==> src/rtl/dsi_phy_pkg.sv <==
// Shared D-PHY definitions: SoT sync leader, RX lane states and sync-candidate helpers.
package dsi_phy_pkg;

    localparam logic [7:0] SYNC_PATTERN = 8'b0001_1101;

    typedef enum logic [2:0] {
        IDLE,
        SETTLE,
        SEARCH,
        ACTIVE,
        ERR_WAIT
    } rx_state_t;

    // Candidate at offset k is win[15-k -: 8]; bit 15 is the earliest bit on the wire.
    function automatic logic [7:0] sync_cand(input logic [15:0] win, input logic [2:0] k);
        return 8'(win >> (4'd8 - 4'(k)));
    endfunction

    function automatic logic sync_match(input logic [15:0] win, input logic [2:0] k);
        return sync_cand(win, k) == SYNC_PATTERN;
    endfunction

    function automatic logic sync_near(input logic [15:0] win, input logic [2:0] k);
        return $countones(sync_cand(win, k) ^ SYNC_PATTERN) == 1;
    endfunction

endpackage

==> src/rtl/dsi_rx_byte_aligner.sv <==
// Two-byte sliding window, SoT leader search over 8 bit offsets and aligned-byte mux.
// DSI_RX_SYNC_TOL_EN adds single-bit-error leader acceptance (found_corr).
module dsi_rx_byte_aligner
    import dsi_phy_pkg::*;
(
    input  logic       clk_sys,
    input  logic       rst_n,
    input  logic [7:0] ser_data,
    input  logic [2:0] lock_k,
    output logic       found,
    output logic [2:0] found_k,
`ifdef DSI_RX_SYNC_TOL_EN
    output logic       found_corr,
`endif
    output logic [7:0] aligned
);

    logic [7:0]  prev_byte;
    logic [15:0] win;
    logic [7:0]  exact_hit;
`ifdef DSI_RX_SYNC_TOL_EN
    logic [7:0]  near_hit;
`endif

    always_ff @(posedge clk_sys or negedge rst_n) begin
        if (!rst_n) begin
            prev_byte <= '0;
        end else begin
            prev_byte <= ser_data;
        end
    end

    assign win = {prev_byte, ser_data};

    always_comb begin
        exact_hit = '0;
        for (int unsigned i = 0; i < 8; i++) begin
            exact_hit[3'(i)] = sync_match(win, 3'(i));
        end
    end

`ifdef DSI_RX_SYNC_TOL_EN
    always_comb begin
        near_hit = '0;
        for (int unsigned i = 0; i < 8; i++) begin
            near_hit[3'(i)] = sync_near(win, 3'(i));
        end
    end
`endif

    // Lowest offset wins; an exact hit anywhere outranks every 1-bit hit.
    always_comb begin
        found   = 1'b0;
        found_k = '0;
`ifdef DSI_RX_SYNC_TOL_EN
        found_corr = 1'b0;
`endif
        for (int unsigned i = 0; i < 8; i++) begin
            if (!found && exact_hit[3'(i)]) begin
                found   = 1'b1;
                found_k = 3'(i);
            end
        end
`ifdef DSI_RX_SYNC_TOL_EN
        for (int unsigned i = 0; i < 8; i++) begin
            if (!found && near_hit[3'(i)]) begin
                found      = 1'b1;
                found_k    = 3'(i);
                found_corr = 1'b1;
            end
        end
`endif
    end

    assign aligned = sync_cand(win, lock_k);

endmodule

==> src/rtl/dsi_hs_lane_rx.sv <==
// MIPI D-PHY HS data lane receiver: settle, SoT sync search, offset lock, HS-trail strip.
// Optional DSI_RX_SYNC_TOL_EN: accept 1-bit-error sync leaders and report them on sot_corr.
module dsi_hs_lane_rx
    import dsi_phy_pkg::*;
#(
    parameter int unsigned SETTLE_CYCLES = 4,
    parameter int unsigned SYNC_TIMEOUT  = 32,
    parameter int unsigned TRAIL_DROP    = 2
) (
    input  logic       clk_sys,
    input  logic       rst_n,
    input  logic       hs_en,
    input  logic [7:0] ser_data,
    output logic [7:0] out_data,
    output logic       out_valid,
    output logic       sot_det,
    output logic       sot_err,
    output logic       eot,
`ifdef DSI_RX_SYNC_TOL_EN
    output logic       sot_corr,
`endif
    output logic       active
);

    localparam int unsigned STAGES       = TRAIL_DROP + 1;
    localparam logic [7:0]  SETTLE_LOAD  = (SETTLE_CYCLES > 0) ? 8'(SETTLE_CYCLES - 1) : 8'd0;
    localparam logic [7:0]  TIMEOUT_LOAD = (SYNC_TIMEOUT > 0)  ? 8'(SYNC_TIMEOUT - 1)  : 8'd0;

    rx_state_t   state;
    logic [7:0]  cnt;
    logic [2:0]  offset_q;
    logic        found;
    logic [2:0]  found_k;
    logic [7:0]  aligned;
    logic        push;
    logic [7:0]  dl_byte [STAGES];
    logic [STAGES-1:0] dl_vld;
`ifdef DSI_RX_SYNC_TOL_EN
    logic        found_corr;
`endif

    dsi_rx_byte_aligner u_align (
        .clk_sys    (clk_sys),
        .rst_n      (rst_n),
        .ser_data   (ser_data),
        .lock_k     (offset_q),
        .found      (found),
        .found_k    (found_k),
`ifdef DSI_RX_SYNC_TOL_EN
        .found_corr (found_corr),
`endif
        .aligned    (aligned)
    );

    always_ff @(posedge clk_sys or negedge rst_n) begin
        if (!rst_n) begin
            state    <= IDLE;
            cnt      <= '0;
            offset_q <= '0;
            sot_det  <= 1'b0;
            sot_err  <= 1'b0;
            eot      <= 1'b0;
            active   <= 1'b0;
`ifdef DSI_RX_SYNC_TOL_EN
            sot_corr <= 1'b0;
`endif
        end else begin
            sot_det <= 1'b0;
            sot_err <= 1'b0;
            eot     <= 1'b0;
`ifdef DSI_RX_SYNC_TOL_EN
            sot_corr <= 1'b0;
`endif
            if (!hs_en) begin
                state  <= IDLE;
                active <= 1'b0;
                if (state == ACTIVE) begin
                    eot <= 1'b1;
                end
            end else begin
                case (state)
                    IDLE: begin
                        state  <= SETTLE;
                        cnt    <= SETTLE_LOAD;
                        active <= 1'b1;
                    end
                    SETTLE: begin
                        if (cnt == '0) begin
                            state <= SEARCH;
                            cnt   <= TIMEOUT_LOAD;
                        end else begin
                            cnt <= cnt - 8'd1;
                        end
                    end
                    SEARCH: begin
                        if (found) begin
                            state    <= ACTIVE;
                            offset_q <= found_k;
                            sot_det  <= 1'b1;
`ifdef DSI_RX_SYNC_TOL_EN
                            sot_corr <= found_corr;
`endif
                        end else if (cnt == '0) begin
                            state   <= ERR_WAIT;
                            sot_err <= 1'b1;
                        end else begin
                            cnt <= cnt - 8'd1;
                        end
                    end
                    ACTIVE, ERR_WAIT: begin
                        state <= state;
                    end
                    default: begin
                        state  <= IDLE;
                        active <= 1'b0;
                    end
                endcase
            end
        end
    end

    assign push = (state == ACTIVE) && hs_en;

    // Bytes only move behind a valid entry, so out_data holds its last payload byte when idle.
    always_ff @(posedge clk_sys or negedge rst_n) begin
        if (!rst_n) begin
            dl_vld <= '0;
            for (int unsigned i = 0; i < STAGES; i++) begin
                dl_byte[i] <= '0;
            end
        end else if (!hs_en) begin
            dl_vld <= '0;
        end else begin
            dl_vld[0] <= push;
            if (push) begin
                dl_byte[0] <= aligned;
            end
            for (int unsigned i = 1; i < STAGES; i++) begin
                dl_vld[i] <= dl_vld[i-1];
                if (dl_vld[i-1]) begin
                    dl_byte[i] <= dl_byte[i-1];
                end
            end
        end
    end

    assign out_data  = dl_byte[STAGES-1];
    assign out_valid = dl_vld[STAGES-1];

endmodule

==> config.mk <==
export PLATFORM = sky130hd
export DESIGN_NAME = dsi_hs_lane_rx
export DESIGN_NICKNAME = d
export VERILOG_FILES = /design/src/rtl/dsi_phy_pkg.sv /design/src/rtl/dsi_rx_byte_aligner.sv /design/src/rtl/dsi_hs_lane_rx.sv
export SDC_FILE = /design/constraint.sdc
export NUM_CORES = 1
export LEC_CHECK = 0
export ABC_AREA = 1
export ABC_CLOCK_PERIOD_IN_PS = 3200
export BUFFER_PORTS_ARGS = -buffer_cell sky130_fd_sc_hd__buf_2
export CAP_MARGIN = 20
export CELL_PAD_IN_SITES_DETAIL_PLACEMENT = 1
export CELL_PAD_IN_SITES_GLOBAL_PLACEMENT = 1
export CORE_ASPECT_RATIO = 0.8
export CORE_UTILIZATION = 47
export CTS_BUF_LIST = sky130_fd_sc_hd__clkbuf_8 sky130_fd_sc_hd__clkbuf_16
export DETAILED_ROUTE_END_ITERATION = 16
export PLACE_DENSITY = 0.95
export SYNTH_ARGS = -nofsm -noshare
export SYNTH_HDL_FRONTEND = slang
export SYNTH_SLANG_ARGS = --single-unit
==> constraint.sdc <==
create_clock -name clk_sys -period 3.2 [get_ports clk_sys]
set_input_delay 0.16 -clock clk_sys [delete_from_list [all_inputs] [get_ports clk_sys]]
set_output_delay 0.16 -clock clk_sys [all_outputs]
set_load 0.01 [all_outputs]
Yosys cells after proc, flatten, opt, wreduce, memory -nomap -nowiden. Index checks and enable logic that the tools add are counted.

Bits in registers: 53. Input bits: 11. Output and inout port bits: 13. Logic and storage cells: 95.

Add/subtract/negate cells: 2. Equality and inequality tests: 18. Shift operators: 1. Muxes and demuxes: 36. Reduce and logical (&&, ||, !) cells: 26.

Operator list (count): 8-bit by 5-bit == test with 1-bit output (second input constant) (8); 3-bit 2-to-1 mux (11); 8-bit 2-to-1 mux (3); 8-bit case mux with 3 select lines (1); 1-bit 2-to-1 mux (19); 16-bit by 4-bit right shift with 8-bit output (1); 3-bit case mux with 4 select lines (1); 1-bit logical AND (8); 8-bit logical NOT (1); 2-bit != test (second input constant) (4); 8-bit by 1-bit subtractor with 8-bit output (second input constant) (1); 1-bit logical NOT (7); 3-bit by 2-bit == test with 1-bit output (second input constant) (2); 2-bit AND reduction (3); 3-bit AND reduction (2); 4-bit != test (second input constant) (1); 4-bit AND reduction (1); 4-bit OR reduction (1); 4-bit by 3-bit subtractor with 4-bit output (first input constant) (1); 3-bit by 1-bit == test with 1-bit output (second input constant) (1); 3-bit == test (second input constant) (1); 3-bit logical NOT (1); 3-bit != test (second input constant) (1); 3-bit nonzero test (1); other kinds (2) (2).

Longest topological paths before layout. Gate-level depths: netlist of run 1.

Depth after elaboration: 26. Gate-level depth with buffers: 13. Gate-level depth less buffers: 13.

Hierarchy. From an unflattened synthesis of run 1, not the netlist that was laid out.

Cells, all modules: 439. Area total of the unflattened synthesis: 3120.5 sq um.

Modules (own cells, without submodules): dsi_hs_lane_rx (times used 1, cells an instance 248, area an instance 2095.8 sq um, seq. area each 1126.1 sq um); dsi_rx_byte_aligner (times used 1, cells an instance 191, area an instance 1024.7 sq um, seq. area each 200.2 sq um).

Worst setup path before layout of run 1. Ideal clock, no wire load.

Path type: reg-to-reg. Start point: reg offset_q[0]. End point: reg dl_byte[19] (netlist bit). Library setup time: 0.132 ns. Data arrival time: 1.939 ns. Required time: 3.068 ns. Slack: 1.129 ns. Cell stages (with the launch flop): 13. Buffers on the path: 2. Clock period less this slack: 2.071 ns. Path through: dfrtp_1 clkbuf_1 inv_1 ha_1 inv_1 clkbuf_1 nand2_1 o21ai_0 nand2_1 o211ai_1 nand2_1 nand2_1 o21ai_0.

Cells in the longest elaborated chain, start to end: 2.

Ends and longest elaborated chain: start, declared (line dsi_hs_lane_rx.sv:31) `logic [2:0] offset_q;`; start signal, assigned (line dsi_hs_lane_rx.sv:98) `offset_q <= found_k;`; 4-bit by 3-bit subtractor with 4-bit output (line dsi_phy_pkg.sv:16) `return 8'(win >> (4'd8 - 4'(k)));`; 16-bit by 4-bit right shift with 8-bit output (line dsi_phy_pkg.sv:16); end signal, assigned by index (line dsi_hs_lane_rx.sv:141) `dl_byte[i] <= dl_byte[i-1];`; end, declared (line dsi_hs_lane_rx.sv:36) `logic [7:0] dl_byte [STAGES];`.

Every way passes these cells. A chain may end at the register's enable or synchronous reset.

Worst setup path in the final report of run 1.
Start point: reg offset_q[1]. End point: reg dl_byte[20] (netlist bit).

The elaborated chain is that of the path after synthesis.

==> results of run 1 <==
[synth_stat cells (8+ instances only)]
cell type,n,area share
sky130_fd_sc_hd__nand2_1,129,0.16
sky130_fd_sc_hd__dfrtp_1,53,0.44
sky130_fd_sc_hd__inv_1,51,0.063
sky130_fd_sc_hd__o21ai_0,50,0.083
sky130_fd_sc_hd__nor2_1,29,0.036
sky130_fd_sc_hd__a21oi_1,14,0.023
sky130_fd_sc_hd__nand3_1,11,0.018
sky130_fd_sc_hd__buf_4,8,0.020
sky130_fd_sc_hd__clkbuf_1,8,0.0099
sky130_fd_sc_hd__o21ai_2,8,0.023
[repair_timing]
action                                  4_1_cts  5_1_grt
setup buffers                                 0        0
endpoints found under the hold margin        37        0
hold buffers                                  5        0
endpoints found under the setup margin        0        0
[worst paths after layout]
| kind | start | endpoint | slack [ps] | cells past startpoint |
|---|---|---|---|---|
| min in group asynchronous | rst_n | dl_byte[22] | 430 | 2 |
| worst min-delay path | ser_data[5] | u_align.prev_byte[5] | 20 | 1 |
| worst max register to register | offset_q[1] | dl_byte[20] | 970 | 9 |
| worst min register to register | out_data[0] | out_data[0] | 490 | 2 |
| worst max-delay path | offset_q[1] | dl_byte[20] | 970 | 9 |
| max in group asynchronous | rst_n | cnt[2] | 2000 | 3 |
[power groups by stage]
stage	Sequential, W	Clock, W	Combinational (W)
3_5_place_dp	0.00105	0	0.00110
3_3_place_gp	0.00103	0	0.00103
2_1_floorplan	0.00101	0	0.000871
5_1_grt	0.00106	0.000438	0.00126
4_1_cts	0.00104	0.000417	0.00112
6_report	0.00103	0.000406	0.00111
[flip-flops by register name, summed over array words and instances, names as in the netlist]
name	count
sot_det	1
dl_byte	16
offset_q	3
u_align.prev_byte	8
state	3
sot_err	1
dl_vld	3
cnt	8
eot	1
active	1
out_data	8
[per-stage QoR]
stage          hold WS, ps  power (W)  area (um2)
6_report              20.4    0.00255        3300
4_1_cts               12.0    0.00257        3300
5_1_grt               10.0    0.00276        3300
3_5_place_dp           273    0.00215        3150
2_1_floorplan         -136    0.00188        3020
3_3_place_gp           269    0.00206        3150
[metal layers]
layer / track usage / part of all wire / routed length (um) / up-vias
met5: 0 / 0 / 0 / -
met4: 0.0670 / 0.013 / 105 / 0
met3: 0.0404 / 0.034 / 274 / 11
met2: 0.454 / 0.50 / 3970 / 68
met1: 0.334 / 0.46 / 3660 / 1360
li1: - / - / - / 1338
[logic make-up after synthesis]
logic type	count (synthesis)	share of synthesized area
and+or+nand+nor	195	0.274
adders and majority gates	2	0.00828
buffers and inverters	72	0.102
AOI/OAI and AO/OA	83	0.159
xor gates and xnor gates	6	0.0174
DFF	53	0.439
[area by class of cell]
| cell class | count | area share |
|---|---|---|
| clock buffers | 5 | 0.0209 |
| clock inverters | 3 | 0.00759 |
| inverters | 54 | 0.0615 |
| multi-input cells | 286 | 0.420 |
| flip-flops and latches | 53 | 0.402 |
| well taps | 81 | 0.0307 |
| repair buffers | 31 | 0.0569 |
==> out/summary.log, run 1 <==
[clocking] TritonCTS clock tree done
[sta] final worst path period need 2230 ps
[power] share of total power in sequential cells 0.405
[layout] multi-input gate area in the final layout 1390 um2
[global_route] via count of the first global-routing pass 2,861
[worst_setup_path] delay-heaviest family, CP adder cells
[worst_setup_path] critical path's most frequent cell sky130_fd_sc_hd__o21ai_0
[global_route] largest net degree at the start of global routing 35
[layout] Antenna Cells 0
[place] dpl hpwl 6150 um
[sta] total of endpoints with negative setup slack in the final report 0
[worst_setup_path] Slowest-stage cell, CP sky130_fd_sc_hd__ha_1
[worst_setup_path] critical path cell sequence inv_1 > ha_1 > inv_1 > o21ai_0 > nand2_1 > nand3_1 > o21ai_0 > nand2_1 > o21ai_0
[sta] peak clock frequency supported by timing 448 MHz
[power] leakage power of the design 1.77 nW
[sta] sum of negative setup slack 0 ps
[synthesis] synthesis warning total 0
[layout] proportion of layout cells with a drive suffix above 1 0.134
[global_route] initial antenna violation count 0
[floorplan] count of standard-cell rows 25
[worst_setup_path] number of buffer and inverter stages on the critical path 2
[detailed_routing] antenna-violating nets left 0
[synthesis] cell area after synthesis 3020 um2
[clocking] clock-pin slew on the worst setup and hold paths 110 ps
[layout] Final Net Count 444
[detailed_routing] initial DRC count 152
[global_route] GRT Total Usage 0.257
[clocking] Clock Path Buffers 2
[synthesis] Avg Cell Area, Syn 7.35 um2
[synthesis] unique cell type count in the Yosys netlist 33
[synthesis] Post-synth top flop sky130_fd_sc_hd__dfrtp_1
[synthesis] sequential area share after synthesis 0.439
[clocking] TritonCTS Sinks 53
[layout] area occupied by registers 1330 um2
[sta] headroom to the max-slew limit 0.511
[power] switching power 0.00112 W
[worst_setup_path] Arr. time, crit path 2420 ps
[sta] unrepaired setup endpoints after global routing false
[floorplan] effective utilization at floorplan 0.498
[power] maximum ir drop on the vdd rail 423 uV
[floorplan] number of I/O pins 24
[floorplan] horizontal extent of the die 91.6 um
[outcome] outcome completed
[detailed_routing] Avg WL per Cell 15.6 um
[layout] commonest non-fill, non-tap cells in the layout sky130_fd_sc_hd__nand2_1, sky130_fd_sc_hd__dfrtp_1, sky130_fd_sc_hd__inv_1, sky130_fd_sc_hd__o21ai_0, sky130_fd_sc_hd__nor2_1
[floorplan] vertical die dimension 73.7 um
[detailed_routing] total number of vias 2,777
[clocking] Resized cells post-CTS 0
[clocking] maximum level of the CTS H-tree 2
[power] total power divided by cell area 774 nW/um2
[layout] commonest non-fill, non-tap cell in the layout sky130_fd_sc_hd__nand2_1
[layout] fillers 800
[sta] fraction of the cycle the final worst path needs 0.697
[floorplan] floorplan core area 6070 um2
[worst_setup_path] CP Class reg2reg
[hold_path] kind of path behind the tightest hold check in2reg
[global_route] GRT Residual Overflow 0
[worst_setup_path] Required @ worst endpoint 3390 ps
[synthesis] FF+latch count, synth 53
[synthesis] Post-synth EDFFs 0
[clocking] CTS buffer count 5
[place] placer congestion estimate 0.879
[layout] fin cells 513
[detailed_routing] number of vias per cell after detailed routing 5.41
[worst_setup_path] Max Fanout on Critical Path 16
[place] port bufs 23
[job] number of max-capacitance violations reported 0
[power] combinational share of power 0.435
[power] clock network fraction of design power 0.159
[place] Placed Cells incl. Taps 500
[synthesis] proportion of synthesized flip-flops having asynchronous set or reset 1.00
[sta] worst-case clock skew 12.4 ps
[worst_setup_path] Setup crit end kind flop
[detailed_routing] DR DRC count 0
[global_route] global-route wire length before repair 13,600 um
[sta] slew of the pin with the lowest slew margin 733 ps
[worst_setup_path] Critical Path Max Stage Delay 560 ps
[floorplan] DIE AREA 6760 um2
[layout] Area growth, synth to finish 9.15%
[power] cell internal power dissipation 0.00143 W
[place] pre-CTS setup slack 1020 ps
[detailed_routing] wirelength, routed 8010 um
[layout] utilization of the core after routing 0.544
[synthesis] Post-Synthesis Net Count 424
[sta] final hold vios 0
[sta] fin. max-slew vios 0
[clocking] clk root buf sky130_fd_sc_hd__clkbuf_8
[synthesis] Syn Inst Count 411
[worst_setup_path] crit start category flop
[power] switch share 0.438
[sta] Worst Slack Setup Final 970 ps
[detailed_routing] Pre-antenna DRT Iters 4
[clocking] insertion delay to the later sink of the worst-skew pair 320 ps
(Power assumes the default switching activity.)
==> inputs of run 2 (changes only) <==
ABC_CLOCK_PERIOD_IN_PS = 2100   (was 3200)
CORE_UTILIZATION = 44   (was 47)
PLACE_DENSITY = 0.91   (was 0.95)
clock period = 2.1 ns   (was 3.2 ns; I/O delays follow)
==> out/summary.log, run 2 (synthesized netlist as in run 1, its figures left out) <==
[power] total power divided by cell area 1190 nW/um2 [+53%]
[global_route] met1 track utilization from global routing 0.338 [+0.00407]
[layout] number of flip-flops under the largest register name 16 [unchanged]
[place] port bufs 23 [unchanged]
[global_route] global-route wire length before repair 14,200 um [+4.2%]
[job] number of max-capacitance violations reported 0 [unchanged]
[floorplan] DIE AREA 7200 um2 [+6.6%]
[global_route] initial antenna violation count 0 [unchanged]
[detailed_routing] antenna-violating nets left 0 [unchanged]
[floorplan] effective utilization at floorplan 0.464 [-0.0335]
[layout] commonest non-fill, non-tap cell in the layout sky130_fd_sc_hd__nand2_1
[worst_setup_path] CP Class reg2reg
[place] area post-placement 3190 um2 [+1.1%]
[sta] headroom to the max-slew limit 0.695 [+0.183]
[layout] Area growth, synth to finish 13.7%
[sta] slew of the pin with the lowest slew margin 457 ps [-276 ps]
[place] dpl hpwl 6000 um [-2.5%]
[layout] area of all placed cells without fillers 3430 um2 [+4.1%]
[clocking] Clock Path Buffers 2 [unchanged]
[detailed_routing] wirelength, routed 8380 um [+4.7%]
[outcome] outcome completed
[sta] Worst Slack Setup Final 137 ps [-833 ps]
[clocking] insertion delay to the later sink of the worst-skew pair 320 ps [about the same]
[sta] total of endpoints with negative setup slack in the final report 0 [unchanged]
[clocking] clock-pin slew on the worst setup and hold paths 110 ps [about the same]
[global_route] GRT Total Usage 0.252 [-0.00561]
[worst_setup_path] Arr. time, crit path 2210 ps [-210 ps]
[sta] worst-case clock skew 13.3 ps [+0.847 ps]
[layout] Final Net Count 455 [+2.5%]
[power] leakage power of the design 1.81 nW [+2.3%]
[detailed_routing] DR DRC count 0 [unchanged]
[worst_setup_path] Required @ worst endpoint 2350 ps [-1040 ps]
[detailed_routing] total number of vias 2,838 [+2.2%]
[detailed_routing] Pre-antenna DRT Iters 4 [unchanged]
[sta] final worst path period need 1960 ps [-267 ps]
[place] placer congestion estimate 0.857 [-2.6%]
[sta] fraction of the cycle the final worst path needs 0.935 [+0.238]
[floorplan] floorplan core area 6510 um2 [+7.2%]
[detailed_routing] Avg WL per Cell 15.9 um [+1.9%]
[worst_setup_path] Setup crit end kind flop
[layout] fin cells 527 [+2.7%]
[global_route] largest net degree at the start of global routing 31 [-11%]
[layout] Antenna Cells 0 [unchanged]
[floorplan] count of standard-cell rows 26 [+4.0%]
[detailed_routing] number of vias per cell after detailed routing 5.39 [-0.52%]
[sta] final hold vios 0 [unchanged]
[layout] utilization of the core after routing 0.528 [-0.0156]
[global_route] GR Util met2 0.414 [-0.0400]
[clocking] CTS buffer count 5 [unchanged]
[floorplan] number of I/O pins 24 [unchanged]
[clocking] maximum level of the CTS H-tree 2 [unchanged]
[clocking] clk root buf sky130_fd_sc_hd__clkbuf_8
[clocking] TritonCTS Sinks 53 [unchanged]
[sta] fin. max-slew vios 0 [unchanged]
[worst_setup_path] Max Fanout on Critical Path 8 [-8]
[floorplan] horizontal extent of the die 94.7 um [+3.3%]
[floorplan] vertical die dimension 76.1 um [+3.3%]
[clocking] TritonCTS clock tree done
[place] pre-CTS setup slack 66.4 ps [-950 ps]
[global_route] GR Util met3 0.0449 [+0.00454]
[sta] peak clock frequency supported by timing 509 MHz [+14%]
[layout] largest reg by FF count dl_byte
[sta] worst hold margin 165 ps [+144 ps]
[layout] proportion of layout cells with a drive suffix above 1 0.167 [+0.0328]
[power] maximum ir drop on the vdd rail 669 uV [+58%]
[global_route] GRT Residual Overflow 0 [unchanged]
[layout] commonest non-fill, non-tap cells in the layout sky130_fd_sc_hd__nand2_1, sky130_fd_sc_hd__dfrtp_1, sky130_fd_sc_hd__o21ai_0, sky130_fd_sc_hd__inv_1, sky130_fd_sc_hd__nor2_1
[place] Placed Cells incl. Taps 507 [+1.4%]
[global_route] peak-usage layer in the global routing report met2
[worst_setup_path] crit start category flop
[global_route] via count of the first global-routing pass 2,951 [+3.1%]
[detailed_routing] initial DRC count 109 [-28%]
[hold_path] kind of path behind the tightest hold check in2reg
## run 2: cell types whose count changed in the layout (fill, tap and decap cells not counted), sizes merged
cell and change:
buf +5, clkinv +2, clkinvlp +1, dlygate4sd3 +4, inv -2, nand2 +1
## run 2: worst paths after layout
kind / startpoint / to / slack, ps / depth (start not counted)
min in group asynchronous: rst_n / dl_byte[14] / 230 / 2
worst max register to register: cnt[1] / cnt[3] / 140 / 12
worst min-delay path: hs_en / state[2] / 160 / 3
worst min register to register: dl_byte[9] / out_data[1] / 490 / 2
worst max-delay path: cnt[1] / cnt[3] / 140 / 12
max in group asynchronous: rst_n / sot_err / 1220 / 3
## run 2: worst max-delay path: stages (launching register included)
cell and delay, ps:
sky130_fd_sc_hd__dfrtp_1 420, sky130_fd_sc_hd__inv_1 110, sky130_fd_sc_hd__ha_4 150, sky130_fd_sc_hd__nand3_1 110, sky130_fd_sc_hd__nor2_2 160, sky130_fd_sc_hd__nand2_2 100, sky130_fd_sc_hd__nor3_4 230, sky130_fd_sc_hd__inv_2 90
sky130_fd_sc_hd__nor2_2 160, sky130_fd_sc_hd__nor2_2 100, sky130_fd_sc_hd__nand2_4 130, sky130_fd_sc_hd__nand2_1 90, sky130_fd_sc_hd__o21ai_2 60
## run 2: through the flow
stage,TNS [ps],power (W)
floorplan,0,0.00286
global placement,0,0.00316
detailed placement,0,0.00329
CTS,0,0.00394
global route,-3.82,0.00443
finish,0,0.00407
## run 2: timing repair
| item | CTS | global route |
|---|---|---|
| endpoints found under the setup margin | 0 | 14 |
| setup buffers | 0 | 1 |
| resized for setup | 0 | 14 |
| hold endpoints to repair | 24 | 0 |
| hold buffers | 9 | 0 |
## run 2: power by group
group | switching [W] | internal, W | leakage [nW]
combinational | 0.00120 | 0.000679 | 1.09
clock | 0.000381 | 0.000244 | 0.0487
sequential | 0.000227 | 0.00135 | 0.668
total | 0.00180 | 0.00227 | 1.81
## run 2: per-layer routing
layer / vias up / share of wire
li1: 1361 / -
met1: 1415 / 0.46
met2: 48 / 0.49
met3: 14 / 0.037
met4: 0 / 0.014
met5: - / 0
## run 2: layout make-up
class,instances,area (um2)
Tap cell,84,105
Inverter,54,206
Timing Repair Buffer,40,265
Clock buffer,5,68.8
Sequential cell,53,1330
Multi-Input combinational cell,287,1430
Clock inverter,3,26.3
Fill cell,840,3070
Timing Repair inverter,1,7.51
==> inputs of run 3 (changes only) <==
ABC_AREA = not set   (was 1)
BUFFER_PORTS_ARGS = -buffer_cell sky130_fd_sc_hd__buf_4   (was -buffer_cell sky130_fd_sc_hd__buf_2)
CORE_UTILIZATION = 48   (was 44)
==> out/summary.log, run 3 <==
[synthesis] area share of the leading cell type in the synthesized netlist 0.411 [-0.0276]
[worst_setup_path] Required @ worst endpoint 2300 ps [-50 ps]
[hold_path] Hold Startpoint hs_en
[worst_setup_path] delay-heaviest family, CP simple AND/OR/NAND/NOR gates
[floorplan] DIE AREA 7050 um2 [-2.1%]
[synthesis] cells taking the most area after synthesis sky130_fd_sc_hd__dfrtp_1, sky130_fd_sc_hd__mux4_2, sky130_fd_sc_hd__mux2_2
[detailed_routing] Pre-antenna DRT Iters 5 [+1]
[layout] number of flip-flops under the largest register name 16 [unchanged]
[global_route] via count of the first global-routing pass 2,847 [-3.5%]
[layout] Area growth, synth to finish 15.9%
[worst_setup_path] R2R depth 5 [-7]
[sta] unrepaired setup endpoints after global routing true
[synthesis] cell area after synthesis 3220 um2 [+6.7%]
[hold_path] kind of path behind the tightest hold check in2reg
[floorplan] floorplan core area 6440 um2 [-1.0%]
[sta] headroom to the max-slew limit 0.489 [-0.205]
[layout] area occupied by registers 1330 um2 [+0.28%]
[layout] proportion of layout cells with a drive suffix above 1 0.311 [+0.144]
[sta] peak clock frequency supported by timing 486 MHz [-4.6%]
[synthesis] Post-synth top flop sky130_fd_sc_hd__dfrtp_1
[clocking] maximum level of the CTS H-tree 2 [unchanged]
[sta] Worst Slack Setup Final 41.5 ps [-95.5 ps]
[synthesis] most instantiated cells after synthesis sky130_fd_sc_hd__dfrtp_1, sky130_fd_sc_hd__nand2_1, sky130_fd_sc_hd__nor2_1
[sta] fraction of the cycle the final worst path needs 0.980 [+0.0455]
[outcome] outcome completed
[power] maximum ir drop on the vdd rail 292 uV [-56%]
[layout] Antenna Cells 0 [unchanged]
[layout] area of all placed cells without fillers 3740 um2 [+8.8%]
[floorplan] count of standard-cell rows 26 [unchanged]
[floorplan] horizontal extent of the die 93.6 um [-1.1%]
[floorplan] number of I/O pins 24 [unchanged]
[global_route] initial antenna violation count 0 [unchanged]
[synthesis] biggest area consumer among synthesized cells sky130_fd_sc_hd__dfrtp_1
[layout] fillers 708 [-16%]
[worst_setup_path] endpoint of the worst register-to-register path cnt[3]
[synthesis] Post-Synthesis Net Count 314 [-26%]
[synthesis] FF+latch count, synth 53 [unchanged]
[detailed_routing] wirelength, routed 10,000 um [+20%]
[detailed_routing] initial DRC count 332 [+200%]
[sta] final hold vios 0 [unchanged]
[power] leakage power of the design 1.69 nW [-6.9%]
[clocking] CTS buffer count 5 [unchanged]
[sta] fin. max-slew vios 0 [unchanged]
[worst_setup_path] source of the worst register-to-register timing path cnt[5]
[synthesis] sequential area share after synthesis 0.411 [-0.0276]
[worst_setup_path] CP Class reg2reg
[detailed_routing] DR DRC count 0 [unchanged]
[place] Placed Cells incl. Taps 394 [-22%]
[clocking] TritonCTS clock tree done
[detailed_routing] antenna-violating nets left 0 [unchanged]
[global_route] GRT Residual Overflow 0 [unchanged]
[worst_setup_path] Slowest-stage cell, CP sky130_fd_sc_hd__or4b_1
[power] total power divided by cell area 705 nW/um2 [-41%]
[clocking] insertion delay to the later sink of the worst-skew pair 310 ps [about the same]
[synthesis] unique cell type count in the Yosys netlist 57 [+73%]
[worst_setup_path] Setup crit end kind flop
[sta] total of endpoints with negative setup slack in the final report 0 [unchanged]
[clocking] clk root buf sky130_fd_sc_hd__clkbuf_8
[job] number of max-capacitance violations reported 0 [unchanged]
[synthesis] Avg Cell Area, Syn 10.7 um2 [+46%]
[synthesis] Post-synth EDFFs 0 [unchanged]
[detailed_routing] Avg WL per Cell 24.2 um [+52%]
[worst_setup_path] Critical Path Max Stage Delay 650 ps [+230 ps]
[place] dpl hpwl 6510 um [+8.5%]
[sta] worst-case clock skew 8.42 ps [-4.85 ps]
[hold_path] Min-Delay Path Depth 2 [-1]
[worst_setup_path] Arr. time, crit path 2260 ps [+50 ps]
[worst_setup_path] critical path cell sequence or4b_1 > o211ai_4 > nor4_1 > a211oi_1 > nand2_1
[worst_setup_path] number of buffer and inverter stages on the critical path 0 [-2]
[layout] commonest non-fill, non-tap cells in the layout sky130_fd_sc_hd__dfrtp_1, sky130_fd_sc_hd__buf_4, sky130_fd_sc_hd__nand2_1, sky130_fd_sc_hd__nor2_1, sky130_fd_sc_hd__mux2_2
[layout] largest reg by FF count dl_byte
[detailed_routing] number of vias per cell after detailed routing 6.84 [+27%]
[global_route] largest net degree at the start of global routing 54 [+74%]
[place] area post-placement 3460 um2 [+8.5%]
[sta] slew of the pin with the lowest slew margin 747 ps [+290 ps]
[global_route] GRT Total Usage 0.300 [+0.0480]
[clocking] clock-pin slew on the worst setup and hold paths 100 ps [about the same]
[synthesis] most common cell in the netlist sky130_fd_sc_hd__dfrtp_1
[worst_setup_path] R2R setup slack 40 ps [-100 ps]
[floorplan] effective utilization at floorplan 0.501 [+0.0362]
[layout] commonest non-fill, non-tap cell in the layout sky130_fd_sc_hd__dfrtp_1
[place] port bufs 23 [unchanged]
[global_route] global-route wire length before repair 15,600 um [+10%]
[clocking] Clock Path Buffers 2 [unchanged]
[synthesis] proportion of synthesized flip-flops having asynchronous set or reset 1.00 [unchanged]
[place] pre-CTS setup slack 12.6 ps [-53.8 ps]
[worst_setup_path] Max Fanout on Critical Path 9 [+1]
[detailed_routing] total number of vias 2,837 [-0.035%]
[layout] Final Net Count 343 [-25%]
[layout] multi-input gate area in the final layout 1770 um2 [+24%]
[sta] final worst path period need 2060 ps [+95.5 ps]
[layout] fin cells 415 [-21%]
[worst_setup_path] crit start category flop
[hold_path] end point of the most critical hold path eot
[synthesis] synthesis warning total 0 [unchanged]
[floorplan] vertical die dimension 75.3 um [-1.1%]
[place] placer congestion estimate 0.917 [+7.0%]
[clocking] TritonCTS Sinks 53 [unchanged]
[synthesis] Syn Inst Count 301 [-27%]
run 3: worst max-delay path by stage:
stage	cells past startpoint	slack, ps	start	to
after floorplan	9	-40	offset_q[0]	dl_byte[21]
final	5	40	cnt[5]	cnt[3]
after global placement	7	160	cnt[0]	cnt[7]
after CTS	7	30	ser_data[3]	state[2]
after global routing	5	-40	u_align.prev_byte[1]	offset_q[2]
after detailed placement	5	10	u_align.prev_byte[2]	cnt[3]
run 3: power breakdown:
group          switching, W  internal [W]  leakage [nW]  total [W]
sequential         0.000140       0.00116         0.691    0.00130
combinational      0.000433      0.000322         0.945   0.000756
clock              0.000350      0.000234        0.0497   0.000584
total              0.000923       0.00171          1.69    0.00263
run 3: layout make-up:
class                           count  area share
Sequential cell                    53       0.356
Clock buffer                        5      0.0184
Tap cell                           84      0.0281
Multi-Input combinational cell    209       0.474
Inverter                           12      0.0127
Clock inverter                      3     0.00469
Timing Repair Buffer               49       0.106
run 3: stage by stage:
| step | power (W) | utilization | setup TNS (ps) | hold slack [ps] |
|---|---|---|---|---|
| 6_report | 0.00263 | 0.580 | 0 | 95.5 |
| 5_1_grt | 0.00276 | 0.580 | -89.5 | 107 |
| 4_1_cts | 0.00259 | 0.568 | 0 | 93.3 |
| 3_5_place_dp | 0.00199 | 0.537 | 0 | 197 |
| 3_3_place_gp | 0.00192 | 0.537 | 0 | 184 |
| 2_1_floorplan | 0.00175 | - | -35.4 | -191 |
run 3: worst register-to-register path: stages, from the launching register on:
cell and delay (ps):
sky130_fd_sc_hd__dfrtp_1 500, sky130_fd_sc_hd__or4b_1 650, sky130_fd_sc_hd__o211ai_4 350, sky130_fd_sc_hd__nor4_1 120
sky130_fd_sc_hd__a211oi_1 230, sky130_fd_sc_hd__nand2_1 100
run 3: kinds of logic after synthesis:
group,synth area share
and+or+nand+nor,0.187
AOI/OAI and AO/OA,0.152
DFF,0.411
buffers and inverters,0.0644
muxes,0.169
adders and majority gates,0.0109
xor gates and xnor gates,0.00543
run 3: repair_timing:
action | 4_1_cts | 5_1_grt
resized for setup | 4 | 13
hold buffers | 9 | 0
pin swaps | 0 | 5
endpoints found under the hold margin | 61 | 0
buffers inserted | 0 | 4
endpoints found under the setup margin | 12 | 19
run 3: per-layer routing:
metal  global-route usage  share of wire
met3               0.0479          0.076
met4                0.144          0.048
met2                0.523           0.50
met5                    0              0
met1                0.373           0.38
